<file path="src/rtl/seq_div.sv">
// ----------------------------------------------------------------------------
// seq_div -- sequential signed divider, 16-bit dividend by 8-bit divisor.
//
// Restoring division on operand magnitudes, one quotient bit per clock, MSB
// first, followed by a single sign-fix cycle. The result is truncated toward
// zero: the remainder takes the sign of the dividend. A zero divisor skips
// the datapath and reports div_by_zero. -32768 / -1 saturates the quotient
// to 32767 and reports overflow.
//
// Ports
//   clk          in   clock, rising edge
//   rst          in   asynchronous reset, active high
//   in_valid     in   operand pair valid
//   in_ready     out  block idle, can accept an operand pair
//   dividend     in   [15:0] signed dividend
//   divisor      in   [7:0]  signed divisor
//   out_valid    out  result valid (held until out_ready)
//   out_ready    in   consumer takes the result
//   quotient     out  [15:0] signed quotient
//   remainder    out  [7:0]  signed remainder
//   div_by_zero  out  result flag: divisor was zero
//   overflow     out  result flag: quotient saturated
// ----------------------------------------------------------------------------
module seq_div (
    input  logic        clk,
    input  logic        rst,
    input  logic        in_valid,
    output logic        in_ready,
    input  logic [15:0] dividend,
    input  logic [7:0]  divisor,
    output logic        out_valid,
    input  logic        out_ready,
    output logic [15:0] quotient,
    output logic [7:0]  remainder,
    output logic        div_by_zero,
    output logic        overflow
);

    typedef enum logic [1:0] {
        IDLE = 2'd0,
        CALC = 2'd1,
        FIX  = 2'd2,
        DONE = 2'd3
    } state_t;

    state_t      state_q, state_d;
    logic [3:0]  cnt_q, cnt_d;          // iteration counter, 0..15
    logic [15:0] dvd_q, dvd_d;          // dividend bits shift out, quotient bits shift in
    logic [8:0]  dsr_q, dsr_d;          // divisor magnitude
    logic [8:0]  rem_q, rem_d;          // partial remainder magnitude
    logic        dvd_neg_q, dvd_neg_d;
    logic        dsr_neg_q, dsr_neg_d;
    logic [15:0] quo_q, quo_d;
    logic [7:0]  rmd_q, rmd_d;
    logic        dz_q, dz_d;
    logic        ov_q, ov_d;

    // Magnitudes carry one extra bit so |-32768| and |-128| are exact.
    logic [16:0] dvd_ext, dvd_mag;
    logic [8:0]  dsr_ext, dsr_mag;

    always_comb begin
        dvd_ext = {dividend[15], dividend};
        dsr_ext = {divisor[7], divisor};
        dvd_mag = dividend[15] ? (~dvd_ext + 17'd1) : dvd_ext;
        dsr_mag = divisor[7]   ? (~dsr_ext + 9'd1)  : dsr_ext;
    end

    // One restoring step: bring down the next dividend bit and subtract the
    // divisor if it fits. The partial remainder stays below the divisor
    // (<= 128), so the trial value fits in 9 bits and the difference taken
    // when it fits is below the divisor again.
    logic [9:0] trial;
    logic       fits;
    logic [8:0] diff;

    always_comb begin
        trial = {rem_q, dvd_q[15]};
        fits  = (trial >= {1'b0, dsr_q});
        diff  = trial[8:0] - dsr_q;
    end

    // Sign fix. Only a non-negative result can exceed 32767, and only
    // |-32768| / 1 reaches 32768, so bit 15 of a positive magnitude
    // is exactly the saturation condition.
    logic        res_neg;
    logic        sat;
    logic [15:0] quo_fixed;
    logic [7:0]  rmd_fixed;

    always_comb begin
        res_neg   = dvd_neg_q ^ dsr_neg_q;
        sat       = !res_neg && dvd_q[15];
        quo_fixed = sat     ? 16'h7FFF : (res_neg ? (~dvd_q + 16'd1) : dvd_q);
        rmd_fixed = dvd_neg_q ? (~rem_q[7:0] + 8'd1) : rem_q[7:0];
    end

    // State register and datapath registers.
    always_ff @(posedge clk or posedge rst) begin
        if (rst) begin
            state_q   <= IDLE;
            cnt_q     <= 4'd0;
            dvd_q     <= 16'd0;
            dsr_q     <= 9'd0;
            rem_q     <= 9'd0;
            dvd_neg_q <= 1'b0;
            dsr_neg_q <= 1'b0;
            quo_q     <= 16'd0;
            rmd_q     <= 8'd0;
            dz_q      <= 1'b0;
            ov_q      <= 1'b0;
        end else begin
            state_q   <= state_d;
            cnt_q     <= cnt_d;
            dvd_q     <= dvd_d;
            dsr_q     <= dsr_d;
            rem_q     <= rem_d;
            dvd_neg_q <= dvd_neg_d;
            dsr_neg_q <= dsr_neg_d;
            quo_q     <= quo_d;
            rmd_q     <= rmd_d;
            dz_q      <= dz_d;
            ov_q      <= ov_d;
        end
    end

    // Next-state and datapath control.
    always_comb begin
        state_d   = state_q;
        cnt_d     = cnt_q;
        dvd_d     = dvd_q;
        dsr_d     = dsr_q;
        rem_d     = rem_q;
        dvd_neg_d = dvd_neg_q;
        dsr_neg_d = dsr_neg_q;
        quo_d     = quo_q;
        rmd_d     = rmd_q;
        dz_d      = dz_q;
        ov_d      = ov_q;

        unique case (state_q)
            IDLE: begin
                if (in_valid) begin
                    if (divisor == 8'd0) begin
                        quo_d   = 16'd0;
                        rmd_d   = 8'd0;
                        dz_d    = 1'b1;
                        ov_d    = 1'b0;
                        state_d = DONE;
                    end else begin
                        // Bit 16 of the dividend magnitude is always 0; seeding
                        // it into the partial remainder keeps the full 17-bit
                        // magnitude in the datapath without a 17th iteration.
                        dvd_d     = dvd_mag[15:0];
                        rem_d     = {8'd0, dvd_mag[16]};
                        dsr_d     = dsr_mag;
                        dvd_neg_d = dividend[15];
                        dsr_neg_d = divisor[7];
                        cnt_d     = 4'd0;
                        state_d   = CALC;
                    end
                end
            end
            CALC: begin
                rem_d = fits ? diff : trial[8:0];
                dvd_d = {dvd_q[14:0], fits};
                cnt_d = cnt_q + 4'd1;
                if (cnt_q == 4'd15) begin
                    state_d = FIX;
                end
            end
            FIX: begin
                quo_d   = quo_fixed;
                rmd_d   = rmd_fixed;
                dz_d    = 1'b0;
                ov_d    = sat;
                state_d = DONE;
            end
            DONE: begin
                if (out_ready) begin
                    state_d = IDLE;
                end
            end
            default: state_d = IDLE;
        endcase
    end

    assign in_ready    = (state_q == IDLE);
    assign out_valid   = (state_q == DONE);
    assign quotient    = quo_q;
    assign remainder   = rmd_q;
    assign div_by_zero = dz_q;
    assign overflow    = ov_q;

endmodule

</file>
<file path="config.mk">
export PLATFORM = sky130hd
export DESIGN_NAME = seq_div
export DESIGN_NICKNAME = d
export VERILOG_FILES = /design/src/rtl/seq_div.sv
export SDC_FILE = /design/constraint.sdc
export NUM_CORES = 1
export LEC_CHECK = 0
export ABC_AREA = 1
export CAP_MARGIN = 20
export CORE_MARGIN = 1
export CORE_UTILIZATION = 46
export CTS_CLUSTER_DIAMETER = 50
export DETAILED_ROUTE_END_ITERATION = 10
export HOLD_SLACK_MARGIN = 0.15
export PLACE_DENSITY = 0.68
export SYNTH_ARGS = -nofsm -noshare
export SYNTH_HDL_FRONTEND = slang
export SYNTH_SLANG_ARGS = --single-unit
export TNS_END_PERCENT = 20
</file>
<file path="constraint.sdc">
create_clock -name clk -period 6.4 [get_ports clk]
set_input_delay 0.96 -clock clk [delete_from_list [all_inputs] [get_ports clk]]
set_output_delay 0.96 -clock clk [all_outputs]
set_load 0.02 [all_outputs]
</file>
# Word-level counts from Yosys, hierarchy flattened

Cells that the tools add are included.

$add $sub $neg: 6
$mul: 0
Divide/modulo/power cells: 0
$lt $le $gt $ge: 1
Equality and inequality tests: 9
Shift-type cells: 0
Multiplexer cells: 32
Bitwise logic cells: 6
Reductions and logical operators: 10

Operators by type and width:

| kind                                                             | number |
|---|---|
| 16-bit two-way mux                                               | 6 |
| 16-bit one-hot mux with 2 select lines                           | 2 |
| 9-bit two-way mux                                                | 4 |
| 8-bit two-way mux                                                | 3 |
| 9-bit one-hot mux with 2 select lines                            | 1 |
| 17-bit by 1-bit adder with 17-bit output (second input constant) | 1 |
| 17-bit two-way mux                                               | 1 |
| 17-bit NOT                                                       | 1 |
| 16-bit by 1-bit adder with 16-bit output (second input constant) | 1 |
| 16-bit NOT                                                       | 1 |
| 8-bit one-hot mux with 2 select lines                            | 1 |
| 3-bit AND reduction                                              | 4 |
| 10-bit by 9-bit >= comparator with 1-bit output                  | 1 |
| 9-bit by 1-bit adder with 9-bit output (second input constant)   | 1 |
| 9-bit NOT                                                        | 1 |
| 9-bit subtractor                                                 | 1 |
| 8-bit by 1-bit adder with 8-bit output (second input constant)   | 1 |
| 8-bit zero test                                                  | 1 |
| 2-bit two-way mux                                                | 4 |
| 4-bit two-way mux                                                | 2 |
| 8-bit NOT                                                        | 1 |
| 2-bit one-hot mux with 4 select lines                            | 1 |
| 4-bit one-hot mux with 2 select lines                            | 1 |
| 2-bit inequality test (second input constant)                    | 3 |
| 13 further kinds                                                 | 20 |

Register bits after elaboration: 68
Bits in latches: 0
RAM bits: 0
ROM bits: 0
Word-level logic and storage cells: 75
Memories: 0

# Logic depth before layout (Yosys ltp)

Word-level depth: 6
Mapped depth: 14
Depth with buffers taken out: 13

# Worst setup path before layout

Ideal clock, no wire load.

Path type: input-to-reg
Start point: in divisor[1]
End point: reg dvd_q[6]
Library setup time: 124 ps
Data arrival time: 2010 ps
Data required time: 6276 ps
Slack: 4266 ps
Cell stages on the path: 10
Path through: inv_1 > ha_1 > nand2_1 > nor2_1 > nand3_1 > nand3_2 > inv_2 > buf_6 > o211ai_1 > nand2_1

Longest elaborated chain between the ends: 3

RTL lines:

| item                            | RTL line | text |
|---|---|---|
| from (decl)                     | 30       | `input logic [7:0] divisor,` |
| 8-bit zero test                 | 144      | `if (divisor == 8'd0) begin` |
| 2-bit inequality test (no line) | --       |  |
| 3-bit AND reduction (no line)   | --       |  |
| to (signal assigned)            | 115      | `dvd_q <= dvd_d;` |
| to (decl)                       | 48       | `logic [15:0] dvd_q, dvd_d;` |

No other way between the ends.
A chain may end at the register's enable or synchronous reset.

# Final worst setup path

Start point: reg state_q[1]
End point: reg dvd_q[1]

Longest elaborated chain between the ends: 3
Elaborated cells between the ends (all ways): 7
Classes of those cells: 3 x eq/ne; 1 x mux; 3 x reduce/logical

RTL lines:

| item                                                                                     | RTL line | text |
|---|---|---|
| from (decl)                                                                              | 46       | `state_t state_q, state_d;` |
| from (signal assigned)                                                                   | 113      | `state_q <= state_d;` |
| 2-bit zero test / 2-bit by 1-bit equality test with 1-bit output (equally long branches) | 141      | `unique case (state_q)` |
| 2-bit inequality test (no line) / 2-bit nonzero test (equally long branches)             | --       |  |
| 3-bit AND reduction (no line)                                                            | --       |  |

Parallel ways exist; a longest one is shown, timed or not.

==> run metrics <==
status=complete, no violations; CTS root buffer=clkbuf_8; final-layout fill cell count=950; post-DR vias/cell=approximately 5.0; Hold Violations, Final=0; Syn Nets=approximately 700; post-synthesis sequential area ratio=0.373; worst reg2reg setup slack=between 3000 and 4000 ps; core area=roughly 9700 µm²; final setup skew=just over 9 ps; CP Data Required Time=around 6700 ps; Largest stage delay, worst path=around 540 ps; Setup CP Type=flip-flop to flip-flop; crit path buf inv count=3; CTS tree=yes; num rows=36; Die H=102 µm; Cell Chain, Critical Path=inv_1 -> ha_1 -> inv_1 -> nand2_1 -> nand3_2 -> inv_2 -> o211ai_1 -> o21ai_1; FMAX=328 MHz; setup_tns=0 ps; first-pass GRT wire length=roughly 18 mm; Slew HR=0.438; Worst Reg-to-Reg Cells=8; Buffers on Ports=55; most common cell in the netlist=nand2_1; leakage power=between 2 and 3 nW; Syn Area/Cell=about 7 µm²; maximum vdd drop=181 µV; starting density of the core=0.472; Die Wd=between 100 and 150 µm; Synth Register Bits=68; Pwr Density=between 400 and 500 nW/µm²; Post-synth EDFFs=0; I/O Pins=56; most frequent CP cell=inv_1; worst-path maximum fanout=33; first drt pass iteration count=5; hold path endpoint=dsr_q[8]; crit share post-route=0.476; clock buffer depth=2; final setup violation count=0; routed len/inst=between 10 and 15 µm; Min-Delay Path Depth=2; ant diodes=0; synth cell count leaders=nand2_1 (220), inv_1 (87), nand3_1 (69); minimum clock period=approximately 3000 ps; RR Startpoint=state_q[1]; total CTS buffers=9; post-route ant nets=0; CP max stage cell=nand3_2; library cells used by synthesis=34; Synth Warn #=0; Nets=about 750; Worst Setup End Kind=flip-flop; Final Max Slew Viols=0; clock latency on the worst-skew pair=between 300 and 400 ps; area leader, netlist=dfrtp_1; synth top area cells=dfrtp_1 (37%), nand2_1 (18%), nand3_1 (7.6%); worst min-delay path startpoint=dsr_q[8]; startpoint types=flip-flop; Worst Max-Slew Pin Slew=around 840 ps; Synth Flop Type=dfrtp_1; Total Wirelength=between 10 and 15 mm; largest net degree at the start of global routing=just under 70; RSZ-0062 raised after global routing=false; critical path's top delay family=buffers and inverters; total gr overflow=0; post-synth top area share=0.373; asr flop ratio synth=1.00; H-tree levels=3; post-layout util=0.556; number of global-route vias before repair=~3800; DR vias=4187; capturing point of the worst reg2reg path=dvd_q[1]; clock slew at reported path FFs=around 70 ps; Sink Count=slightly below 70; drc violations=0; initial DRC count=between 200 and 250; gr usage total=0.224; initial antenna violation count=0; Syn Inst Count=~660; synthesized area=between 4000 and 5000 µm²; min-delay worst type=flip-flop to flip-flop; Worst Setup SP=state_q[1]; Max-Cap Viols=0; Area growth, synth to finish=17.9%; HPWL Detailed=between 7 and 8 mm; postcts setup bufs=0; fraction of layout instances using a drive strength above 1=0.0480; # resized after CTS=0; die area=between 10000 and 15000 µm²; Final GP Congestion=~0.84; CTS Hold Bufs=0; Critical Path AT=3330 ps
-- flip-flops by register name (all words and copies together) (netlist names), 2 cells and up --
register / cells
cnt_q: 4
dsr_q: 9
dvd_q: 16
quotient: 16
rem_q: 9
remainder: 8
state_q: 2
-- report_power, final --
part	switching, mW	internal [mW]
clock	0.164	0.202
combinational	0.940	0.536
sequential	0.132	0.598
total	1.23	1.34
-- per-layer routing --
| layer | part of all wire | global-route usage | routed length, µm | vias up |
|---|---|---|---|---|
| li1 | - | - | - | 2186 |
| met1 | 0.50 | 0.324 | 5300 | 1902 |
| met2 | 0.45 | 0.339 | 4710 | 92 |
| met3 | 0.044 | 0.0400 | 464 | 7 |
| met4 | 0.0092 | 0.0702 | 97 | 0 |
| met5 | 0 | 0 | 0 | - |
-- area by class of cell --
class                           instances  area (µm²)  share of cell area
Timing Repair Buffer                   56         558               0.104
Sequential cell                        68        1700               0.316
Tap cell                              133         166              0.0309
Clock inverter                          3        45.0             0.00837
Inverter                               93         349              0.0648
Multi-Input combinational cell        476        2400               0.447
Clock buffer                           13         159              0.0295
-- cells by family (layout without fill, tap and decap cells) --
family | after synthesis | count (layout) | share of synthesized area
compound gates | 83 | 83 | 0.101
xor+xnor | 20 | 20 | 0.0383
fa+ha+maj | 19 | 19 | 0.0537
buf+inv | 112 | 165 | 0.101
flops | 68 | 68 | 0.373
simple gates | 354 | 354 | 0.333
-- layout by cell type, fill, tap and decap left out, types with 8 or more instances in the layout --
cell	netlist	final
nand2_1	220	220
ha_1	18	18
inv_1	87	86
clkbuf_8	0	11
o211ai_1	11	11
nor2_1	34	34
xor2_1	17	17
nand3b_1	8	8
o21ai_1	8	8
o21ai_0	37	37
dfrtp_1	68	68
clkdlybuf4s50_1	0	55
nand3_1	69	69
a21oi_1	20	20
-- tightest hold or removal path: stages, from the launching register on --
cell and delay, ps:
dfrtp_1 350, nand2_1 60, inv_1 40
-- how the worst max path moves through the flow --
stage               depth (start not counted)       end
CTS                                         8  dvd_q[1]
global route                                8  cnt_q[2]
finish                                      8  dvd_q[1]
detailed placement                         10  dvd_q[3]
floorplan                                   1  cnt_q[0]
global placement                           10  dvd_q[3]
-- per-stage QoR --
stage	total power [mW]	hold WS, ps	cell area [µm²]	setup slack [ps]	instances
finish	2.57	478	5380	3350	842
global route	2.83	503	5380	3010	842
CTS	2.58	479	5380	3310	842
detailed placement	2.21	460	5180	3110	826
global placement	2.17	453	5180	3180	826
floorplan	1.82	436	4570	3730	656
Power figures use the tool's default switching activity.
